File: config.mk
export PLATFORM = sky130hd
export DESIGN_NAME = frame_tx_scheduler
export DESIGN_NICKNAME = d
export VERILOG_FILES = /design/src/rtl/frame_tx_pkg.sv /design/src/rtl/frame_tx_scheduler.sv
export SDC_FILE = /design/constraint.sdc
export NUM_CORES = 1
export LEC_CHECK = 0
export BUFFER_PORTS_ARGS = -buffer_cell sky130_fd_sc_hd__buf_2
export CORE_ASPECT_RATIO = 0.75
export CORE_UTILIZATION = 54
export CTS_BUF_LIST = sky130_fd_sc_hd__clkbuf_4 sky130_fd_sc_hd__clkbuf_8 sky130_fd_sc_hd__clkbuf_16
export DETAILED_ROUTE_END_ITERATION = 6
export PLACE_DENSITY = 0.8
export SETUP_SLACK_MARGIN = 0.05
export SYNTH_ARGS = -nofsm -noshare
export SYNTH_HDL_FRONTEND = slang
export SYNTH_SLANG_ARGS = --single-unit
export TNS_END_PERCENT = 1
File: constraint.sdc
create_clock -name clk -period 2.7 [get_ports clk]
set_input_delay 0.135 -clock clk [delete_from_list [all_inputs] [get_ports clk]]
set_output_delay 0.135 -clock clk [all_outputs]
set_load 0.1 [all_outputs]
File: src/rtl/frame_tx_pkg.sv
// Shared types and default framing constants for the frame transmit scheduler.
package frame_tx_pkg;

   typedef enum logic [2:0] {
      ST_IDLE   = 3'd0,
      ST_HDR    = 3'd1,
      ST_FETCH  = 3'd2,
      ST_WAITRD = 3'd3,
      ST_PAY    = 3'd4,
      ST_TRL    = 3'd5,
      ST_FIN    = 3'd6
   } state_t;

   localparam logic [15:0] DEF_HEADER  = 16'h5353;
   localparam logic [15:0] DEF_TRAILER = 16'h4545;

endpackage

File: src/rtl/frame_tx_scheduler.sv
// Walks the external sample RAM once per start and streams it to the transmitter as
// HEADER / payload / TRAILER frames over a valid/ready handshake.
module frame_tx_scheduler
   import frame_tx_pkg::*;
#(
   parameter int unsigned ADDR_W      = 8,
   parameter int unsigned PAYLOAD_LEN = 58,
   parameter logic [15:0] HEADER      = DEF_HEADER,
   parameter logic [15:0] TRAILER     = DEF_TRAILER
) (
   input  logic              clk,
   input  logic              rst,
   input  logic              start,
   input  logic              abort,
   output logic [ADDR_W-1:0] mem_addr,
   output logic              mem_rd_en,
   input  logic [15:0]       mem_rdata,
   output logic [15:0]       tx_data,
   output logic              tx_valid,
   input  logic              tx_ready,
   output logic              busy,
   output logic              done,
   output logic [ADDR_W-1:0] frame_cnt
);

   localparam int unsigned       PC_W      = $clog2(PAYLOAD_LEN + 1);
   localparam logic [PC_W-1:0]   PC_LAST   = PC_W'(PAYLOAD_LEN - 1);
   localparam logic [ADDR_W-1:0] ADDR_LAST = '1;

   state_t          state_reg;
   logic [PC_W-1:0] pc_reg;
   logic            last_sent_reg;
   logic            xfer;

   assign xfer = tx_valid & tx_ready;

   always_ff @(posedge clk or posedge rst) begin
      if (rst) begin
         state_reg     <= ST_IDLE;
         pc_reg        <= '0;
         last_sent_reg <= 1'b0;
         mem_addr      <= '0;
         mem_rd_en     <= 1'b0;
         tx_data       <= '0;
         tx_valid      <= 1'b0;
         busy          <= 1'b0;
         done          <= 1'b0;
         frame_cnt     <= '0;
      end else if (abort) begin
         // frame_cnt and mem_addr are left as-is so software can see how far the run got
         state_reg <= ST_IDLE;
         mem_rd_en <= 1'b0;
         tx_valid  <= 1'b0;
         busy      <= 1'b0;
         done      <= 1'b0;
      end else begin
         case (state_reg)
            ST_IDLE: begin
               if (start) begin
                  state_reg     <= ST_HDR;
                  mem_addr      <= '0;
                  frame_cnt     <= '0;
                  pc_reg        <= '0;
                  last_sent_reg <= 1'b0;
                  tx_data       <= HEADER;
                  tx_valid      <= 1'b1;
                  busy          <= 1'b1;
               end
            end

            ST_HDR: begin
               if (xfer) begin
                  state_reg <= ST_FETCH;
                  tx_valid  <= 1'b0;
                  mem_rd_en <= 1'b1;
               end
            end

            ST_FETCH: begin
               mem_rd_en <= 1'b0;
               state_reg <= ST_WAITRD;
            end

            // RAM data lands one cycle after the read strobe
            ST_WAITRD: begin
               tx_data   <= mem_rdata;
               tx_valid  <= 1'b1;
               state_reg <= ST_PAY;
            end

            ST_PAY: begin
               if (xfer) begin
                  pc_reg <= pc_reg + 1'b1;
                  if (mem_addr == ADDR_LAST) begin
                     last_sent_reg <= 1'b1;
                     state_reg     <= ST_TRL;
                     tx_data       <= TRAILER;
                  end else begin
                     mem_addr <= mem_addr + 1'b1;
                     if (pc_reg == PC_LAST) begin
                        state_reg <= ST_TRL;
                        tx_data   <= TRAILER;
                     end else begin
                        state_reg <= ST_FETCH;
                        tx_valid  <= 1'b0;
                        mem_rd_en <= 1'b1;
                     end
                  end
               end
            end

            ST_TRL: begin
               if (xfer) begin
                  frame_cnt <= frame_cnt + 1'b1;
                  pc_reg    <= '0;
                  if (last_sent_reg) begin
                     state_reg <= ST_FIN;
                     tx_valid  <= 1'b0;
                     done      <= 1'b1;
                  end else begin
                     state_reg <= ST_HDR;
                     tx_data   <= HEADER;
                  end
               end
            end

            ST_FIN: begin
               done      <= 1'b0;
               busy      <= 1'b0;
               mem_addr  <= '0;
               state_reg <= ST_IDLE;
            end

            default: begin
               state_reg <= ST_IDLE;
               tx_valid  <= 1'b0;
               mem_rd_en <= 1'b0;
               busy      <= 1'b0;
               done      <= 1'b0;
            end
         endcase
      end
   end

endmodule

* Word-level counts from Yosys, hierarchy flattened
Index checks and enable logic that the tools add are counted.
Operators by class: add/subtract/negate cells 3, multiplexer cells 51, reductions and logical operators 20, bitwise logic cells 2, equal/unequal tests 26
Operator list (count):
- two-way mux 16 bit | 6
- case mux 16 bit (4 select lines) | 1
- two-way mux 8 bit | 4
- two-way mux 3 bit | 8
- != test 3 bit (second input constant) | 8
- case mux 8 bit (3 select lines) | 1
- two-way mux 1 bit | 20
- AND reduction 5 bit | 4
- two-way mux 6 bit | 3
- case mux 3 bit (6 select lines) | 1
- case mux 6 bit (3 select lines) | 1
- adder 8 x 1 -> 8 bit (second input constant) | 2
- case mux 8 bit (2 select lines) | 1
- != test 2 bit (second input constant) | 6
- OR reduction 5 bit | 2
- equality test 3 bit (second input constant) | 3
- equality test 8 bit (second input constant) | 1
- != test 2 x 1 -> 1 bit (second input constant) | 4
- AND reduction 4 bit | 2
- AND reduction 8 bit | 1
- AND reduction 7 bit | 1
- adder 6 x 1 -> 6 bit (second input constant) | 1
- equality test 3 x 2 -> 1 bit (second input constant) | 2
- equality test 6 bit (second input constant) | 1
- other kinds (14) | 18
Storage, ports and cells: input port bits 21, output and inout port bits 36, bits in registers 46, logic and storage cells 112

* Depth between registers and ports, before layout
Gate-level depths: netlist of the first run.
word-level depth 6, mapped depth 8, gate-level depth less buffers 6

* Worst setup path after synthesis of the first run
No wires, ideal clock.
kind reg2reg, from reg mem_addr[0], to reg tx_data[11], data arrival time 2.413 ns, required time 2.621 ns, setup time 0.079 ns, stages on the path, launching flop included 8, buffers on the path 2, period minus slack after synthesis 2.492 ns, slack 0.208 ns, path through dfrtp_1 ha_1 nand3_1 o22ai_1 o211a_1 buf_4 buf_6 mux2i_1
On the way: cells in the longest elaborated chain, start to end 4, elaborated cells between the ends (all ways) 6, classes of those cells 2 x eq/ne; 3 x mux; 1 x reduce/logical
RTL lines:
- start: declaration | RTL line frame_tx_scheduler.sv:15 | output logic [ADDR_W-1:0] mem_addr,
- start signal: assignment | RTL line frame_tx_scheduler.sv:99 | mem_addr <= mem_addr + 1'b1;
- equality test 8 bit * | RTL line frame_tx_scheduler.sv:94 | if (mem_addr == ADDR_LAST) begin
- two-way mux 16 bit | RTL line frame_tx_scheduler.sv:94
- two-way mux 16 bit | RTL line frame_tx_scheduler.sv:92 | if (xfer) begin
- case mux 16 bit (4 select lines) | RTL line frame_tx_scheduler.sv:57 | case (state_reg)
- end signal: assignment | RTL line frame_tx_scheduler.sv:86 | tx_data <= mem_rdata;
- end: declaration | RTL line frame_tx_scheduler.sv:18 | output logic [15:0] tx_data,
Every way passes the cells marked *; elsewhere a longest branch is shown, timed or not. The select of a mux whose other input is x is not followed. A chain may end at the register's enable or synchronous reset.

* Worst setup path after layout of the first run
from reg state_reg[1], to reg tx_data[0]
On the way: cells in the longest elaborated chain, start to end 3, elaborated cells between the ends (all ways) 12, classes of those cells 8 x eq/ne; 1 x mux; 3 x reduce/logical
RTL lines:
- start: declaration | RTL line frame_tx_scheduler.sv:30 | state_t state_reg;
- start signal: assignment | RTL line frame_tx_scheduler.sv:39 | state_reg <= ST_IDLE;
- start signal: assignment | RTL line frame_tx_scheduler.sv:51 | state_reg <= ST_IDLE;
- start signal: assignment | RTL line frame_tx_scheduler.sv:60 | state_reg <= ST_HDR;
- equality test 3 bit, or another cell as far along | RTL line frame_tx_scheduler.sv:57
- != test 3 bit (no source line), or another cell as far along
- AND reduction 7 bit (no source line)
Parallel ways exist; a longest one is shown, timed or not.

==> results.json, run 1 <==
{
  "placed_cell_area_um2": 2870,
  "post-route-period-util_pct": 79.9,
  "drv_slew": 0,
  "post-dp-hpwl_um": 4070,
  "routed_via_density": 5.82,
  "outcome": "completed",
  "drive_above_1_share_pct": 22.9,
  "synth_top_area_cell": "dfrtp_1",
  "yosys_warnings": 0,
  "io_pins": 57,
  "fmax_mhz": 463,
  "synth_fa_ha_area_share_pct": 1.94,
  "start_util_pct": 56.9,
  "path_clk_slew_ps": 90,
  "ys_ff_latch": 46,
  "arrival_ps": 2370,
  "ys_seq_area_share_pct": 44.7,
  "yosysMostFrequentCell": "dfrtp_1",
  "met2_usage_pct": 36.5,
  "critPathMaxFanout": 19,
  "routabilityCongestion": 0.844,
  "synth_compound_area_share_pct": 16.9,
  "grt_pass1_vias": 1967,
  "grt_usage_pct": 23.7,
  "ctsHoldBuffers": 0,
  "drtIter0Drc": 134,
  "syn2layout_area_growth_pct": 15.9,
  "relSlewSlack_pct": 38.6,
  "muxShareOfSynthArea_pct": 5.06,
  "max-clock-path-buffers": 2,
  "syn_area_per_cell_um2": 9.19,
  "wirelength_um": 5740,
  "synth_top_area_share_pct": 44.7,
  "crit_path_start": "state_reg[1]",
  "ctsResizeCount": 0,
  "power.density_nw_per_um2": 769,
  "routedWlPerCell_um": 14.7,
  "setup_viol": 0,
  "dr.pass1.iters": 5,
  "maxCapViolations": 0,
  "finalInstanceArea_um2": 2980,
  "fin_skew_ps": 11.5,
  "yosys-top-cells-count": "dfrtp_1 (46), nand2_1 (31), nor2_1 (20)",
  "htreeDepth": 2,
  "antenna_cells": 0,
  "synthXorXnorAreaFrac_pct": 2.38,
  "vias": 2264,
  "synth_cell_types": 48,
  "r2r-start": "state_reg[1]",
  "synth_top_family_by_area": "simple AND/OR/NAND/NOR gates",
  "finalHoldViolCount": 0,
  "ff_latch_area_um2": 1150,
  "synthCells": 280,
  "rsz0062_at_grt": "false",
  "regMostFlops": "tx_data",
  "cts_setup_buffers": 0,
  "dieArea_um2": 5050,
  "top_regs": "tx_data: 16 flops, frame_cnt: 8 flops, mem_addr: 8 flops",
  "fin_nets": 356,
  "irDropWorstVdd_mv": 0.454,
  "ant_nets": 0,
  "cts_buffers": 5,
  "rrSetupSlack_ps": 540,
  "async_flop_share_pct": 100,
  "crit_required_ps": 2910,
  "synth_area_leaders": "dfrtp_1 (45%), mux2i_1 (5.1%), nand2_1 (4.5%), o31ai_1 (3.2%), nor2_1 (2.9%)",
  "fillCellCount": 388,
  "final_util_pct": 66.0,
  "clk_latency_ps": 300,
  "multi_input_area_um2": 1250,
  "port_buffers": 56,
  "cts_tree": "done",
  "hold_slack_ps": 33.4,
  "die_x_um": 81.7,
  "min_period_ps": 2160,
  "synthSimpleGateAreaFrac_pct": 22.5,
  "start_kind": "flop",
  "clockRootBuffer": "clkbuf_8",
  "worst-r2r-cell-count": 5,
  "use_met1_pct": 34.8,
  "die_h_um": 61.8,
  "core.rowCount": 21,
  "cts_num_sinks": 46,
  "synth_edf_count": 0,
  "worstSetupPathType": "reg2reg",
  "syn_area_um2": 2570,
  "grt_pass1_wl_um": 9000,
  "end_kind": "flop",
  "grt_busiest_layer": "met2",
  "syn-num-nets": 305,
  "setup-tns-final_ps": 0,
  "use_met3_pct": 5.69,
  "grt_max_degree": 47,
  "core-area_um2": 4520,
  "antenna_found_initial": 0,
  "hp-class": "in2async",
  "worst_pin_slew_ps": 920,
  "leakage_nw": 1.39,
  "largest_register_ffs": 16,
  "post-route-drc-count": 0,
  "grt_overflow": 0,
  "synth-main-ff-cell": "dfrtp_1"
}
cell usage in the layout, fill, tap and decap left out, types with 3 or more instances in the layout:
cell	synthesis	routed
a211oi_1	4	4
a21oi_1	10	10
and2_1	3	3
and3_1	3	3
buf_2	5	56
buf_4	1	6
clkbuf_8	0	5
dfrtp_1	46	46
ha_1	4	4
inv_1	18	17
mux2i_1	13	13
nand2_1	31	31
nand2b_1	5	5
nand3_1	10	10
nand3b_1	3	3
nand4_1	4	4
nand4b_1	3	3
nor2_1	20	20
nor2b_1	8	8
nor3_1	4	4
o21ai_0	13	13
o22ai_1	5	5
o31ai_1	11	11
or2_2	4	4
or4_1	6	6
xnor2_1	6	6
metrics by stage:
step	total power, W	setup slack [ps]	instances
final	0.00229	542	389
after global routing	0.00239	359	389
after CTS	0.00229	553	389
after detailed placement	0.00178	576	381
after global placement	0.00175	664	381
after floorplan	0.00163	208	280
path summary, 6_finish.rpt:
path / endpoint
worst min-delay path: tx_data[14]
worst min register to register: tx_data[11]
min in group clk: tx_data[3]
max in group asynchronous: mem_addr[3]
worst max register to register: tx_data[0]
worst max-delay path: tx_data[0]
cells by family after synthesis:
group	count (synthesis)
and+or+nand+nor	111
AOI/OAI and AO/OA	63
DFF	46
buffers and inverters	36
muxes	13
xor gates and xnor gates	7
adders and majority gates	4
worst max-delay path: stages, from the launching register on:
cell	delay, ps
dfrtp_1	580
or4b_1	600
a31oi_1	230
o211a_1	180
buf_4	250
mux2i_1	230
layout make-up:
class,instances,area share [%]
Inverter,18,2.26
Clock buffer,7,2.81
Tap cell,57,2.39
Sequential cell,46,38.6
Timing Repair Buffer,62,10.9
Clock inverter,1,1.01
Multi-Input combinational cell,198,42.1
where the power goes:
group | internal [W] | switching [W] | total, W | leakage, nW
registers | 0.000761 | 0.0000852 | 0.000846 | 0.603
clock network | 0.000297 | 0.000228 | 0.000526 | 0.0593
logic | 0.000206 | 0.000717 | 0.000922 | 0.725
metal layers:
layer	routed length, um	up-vias	share of wire (%)
met3	306	0	5.3
met1	2730	1092	48
met2	2700	73	47
met5	0	-	0
li1	-	1099	-
met4	0	0	0
Power figures use the tool's default switching activity.
==> inputs of run 2 (changes only) <==
--- a/config.mk
+++ b/config.mk
@@ -5,9 +5,10 @@
 export SDC_FILE = /design/constraint.sdc
 export NUM_CORES = 1
 export LEC_CHECK = 0
+export ABC_AREA = 1
 export BUFFER_PORTS_ARGS = -buffer_cell sky130_fd_sc_hd__buf_2
 export CORE_ASPECT_RATIO = 0.75
-export CORE_UTILIZATION = 54
+export CORE_UTILIZATION = 55
 export CTS_BUF_LIST = sky130_fd_sc_hd__clkbuf_4 sky130_fd_sc_hd__clkbuf_8 sky130_fd_sc_hd__clkbuf_16
 export DETAILED_ROUTE_END_ITERATION = 6
 export PLACE_DENSITY = 0.8
==> constraint.sdc (replaced) <==
create_clock -name clk -period 2.1 [get_ports clk]
set_input_delay 0.105 -clock clk [delete_from_list [all_inputs] [get_ports clk]]
set_output_delay 0.105 -clock clk [all_outputs]
set_load 0.1 [all_outputs]
==> run 2 against run 1 <==
  * The run now ends with design-rule violations left
  * Power increased by 69%
  * Fmax grew 15%
  * Non-clock buffer count decreased by 1
  * Critical path depth grew 3
  * Via count rose by 15%
  * Sequential power grew 37%
  * Design area grew 8.4%
  * Global-route usage increased by 0.30 points
  * Routed wire length grew 7.2%
  * Clock skew shrank 8.2 ps
  * Critical path type unchanged
  * Largest cell class unchanged
  * Highest routed layer is now met4
==> results.json, run 2 <==
{
  "arrival_ps": 2080,
  "antenna_found_initial": 0,
  "cp_slowest_stage_delay_ps": 500,
  "wirelength_um": 6150,
  "top_layer": "met4",
  "synth_top_area_cell": "dfrtp_1",
  "synth-main-ff-cell": "dfrtp_1",
  "crit_buf_inv": 2,
  "grt_pass1_wl_um": 10300,
  "cts_num_sinks": 46,
  "async_flop_share_pct": 100,
  "wl_met3_um": 319,
  "regMostFlops": "tx_data",
  "crit_slowest_cell": "dfrtp_1",
  "grt_usage_pct": 24.0,
  "setup_viol": 0,
  "syn2layout_area_growth_pct": 15.5,
  "min_to": "tx_data[8]",
  "syn_area_um2": 2800,
  "post-route-period-util_pct": 89.6,
  "drive_above_1_share_pct": 24.1,
  "synth_top_area_share_pct": 41.1,
  "path_clk_slew_ps": 90,
  "end_kind": "flop",
  "multi_input_area_um2": 1430,
  "met1_length_um": 3020,
  "syn-num-nets": 408,
  "die_x_um": 84.4,
  "dr.pass1.iters": 7,
  "port_buffers": 56,
  "vias": 2593,
  "core.rowCount": 22,
  "syn_area_per_cell_um2": 7.31,
  "rrSetupSlack_ps": 220,
  "post-dp-hpwl_um": 4370,
  "r2r-start": "state_reg[0]",
  "antenna_cells": 0,
  "core-area_um2": 4900,
  "power.density_nw_per_um2": 1200,
  "crit_top_cell": "nand2_1",
  "clk_latency_ps": 300,
  "irDropWorstVdd_mv": 0.962,
  "ff_latch_area_um2": 1160,
  "ant_nets": 0,
  "yosys-top-cells-count": "nand2_1 (138), nand3_1 (52), dfrtp_1 (46)",
  "clockRootBuffer": "clkbuf_8",
  "critPathMaxFanout": 15,
  "start_kind": "flop",
  "cts_buffers": 5,
  "yosysMostFrequentCell": "nand2_1",
  "synth_area_leaders": "dfrtp_1 (41%), nand2_1 (18%), nand3_1 (9.3%), inv_1 (4.4%), nor2_1 (3.9%)",
  "synth_cell_types": 30,
  "max-clock-path-buffers": 2,
  "leakage_nw": 1.77,
  "min_period_ps": 1880,
  "rsz0062_at_grt": "false",
  "path_delay_family": "simple AND/OR/NAND/NOR gates",
  "start_util_pct": 57.2,
  "most-common-layout-cells": "nand2_1 (138), buf_2 (56), nand3_1 (52)",
  "finalHoldViolCount": 0,
  "die_h_um": 63.8,
  "ys_seq_area_share_pct": 41.1,
  "worstReg2RegEnd": "mem_addr[0]",
  "fmax_mhz": 532,
  "ys_ff_latch": 46,
  "synth_edf_count": 0,
  "holdPathStages": 4,
  "post-route-drc-count": 5,
  "worstSetupPathType": "reg2reg",
  "grt_max_degree": 47,
  "fin_nets": 464,
  "final_common_cell": "nand2_1",
  "synthCells": 383,
  "power.total_w": 0.00388,
  "dieArea_um2": 5380,
  "grt_pass1_vias": 2216,
  "hp-class": "in2reg",
  "cts_tree": "done",
  "outcome": "finished with violations",
  "setup-tns-final_ps": 0,
  "grt_overflow": 0,
  "wl_met2_um": 2730,
  "routabilityCongestion": 0.891,
  "yosys_warnings": 0,
  "worst_pin_slew_ps": 581,
  "htreeDepth": 2,
  "io_pins": 57,
  "fin_skew_ps": 3.34,
  "routedWlPerCell_um": 12.3,
  "violations": "design-rule violations",
  "fillCellCount": 440,
  "crit_required_ps": 2300,
  "path_cells": "nor2_4 > nand2_4 > inv_2 > nand3_1 > nand3_2 > inv_1 > nand2_1 > nand2_1",
  "min_from": "mem_rdata[8]",
  "drtIter0Drc": 163,
  "maxCapViolations": 0,
  "worst-r2r-cell-count": 8,
  "relSlewSlack_pct": 61.2,
  "drv_slew": 0,
  "largest_register_ffs": 16,
  "top_regs": "tx_data: 16 flops, frame_cnt: 8 flops, mem_addr: 8 flops",
  "routed_via_density": 5.19
}
-- run 2: cell count changes in the layout (fill, tap and decap cells not counted), moves of 6 or more --
cell	delta
mux2i_1	-13
o21ai_2	+6
nand2_1	+107
nand3_1	+42
nor2b_1	-8
o31ai_1	-11
or4_1	-6
nor2_1	+9
inv_1	+15
o21ai_0	-7
-- run 2: repair_timing --
action                                 4_1_cts  5_1_grt
hold buffers                                 1        0
buffers inserted                             0        0
resized for setup                            0        1
setup endpoints to repair                    0        5
endpoints found under the hold margin       46        0
-- run 2: worst max-delay path by stage --
stage,end,cells after the start,start
6_report,mem_addr[0],8,state_reg[0]
5_1_grt,mem_addr[0],8,state_reg[0]
4_1_cts,mem_addr[2],8,state_reg[2]
3_5_place_dp,mem_addr[0],8,state_reg[2]
3_3_place_gp,mem_addr[4],7,state_reg[2]
2_1_floorplan,tx_data[10],10,mem_addr[4]
-- run 2: per-layer routing --
metal / global-route usage [%] / vias to the layer above
li1: - / 1322
met1: 35.6 / 1195
met2: 35.8 / 66
met3: 4.39 / 10
met4: 7.63 / 0
met5: 0 / -
-- run 2: cell type report --
class                           count  area share (%)
Tap cell                           60            2.32
Clock inverter                      3            1.39
Sequential cell                    46            35.8
Clock buffer                        5            2.13
Timing Repair Buffer               61            9.90
Multi-Input combinational cell    287            44.1
Inverter                           38            4.41
-- run 2: cell families after synthesis --
kind of cell / count (synthesis) / synth area share (%)
compound gates: 29 / 6.34
fa+ha+maj: 4 / 1.79
xor+xnor: 7 / 2.19
buf+inv: 50 / 8.00
simple gates: 247 / 40.6
flops: 46 / 41.1
-- run 2: tightest hold or removal path, delay by kind of cell --
| family | cells | cell delay, ps |
|---|---|---|
| and+or+nand+nor | 3 | 210 |
| buffers and inverters | 1 | 70 |
-- run 2: per-stage QoR --
step / setup slack, ps / instance area [um^2] / instances / util, % / hold WS (ps)
2_1_floorplan: 94.2 / 2810 / 383 / - / 283
3_5_place_dp: 234 / 3110 / 491 / 63.5 / 286
4_1_cts: 183 / 3230 / 500 / 66.0 / 111
5_1_grt: 61.7 / 3230 / 500 / 66.0 / 138
3_3_place_gp: 267 / 3110 / 491 / 63.5 / 283
6_report: 219 / 3230 / 500 / 66.0 / 114
-- run 2: power breakdown --
group	leakage, nW	switching, W	internal (W)	total, W
logic	1.11	0.00165	0.000392	0.00205
clock network	0.0504	0.000312	0.000354	0.000666
registers	0.607	0.000126	0.00104	0.00116
total	1.77	0.00209	0.00178	0.00388
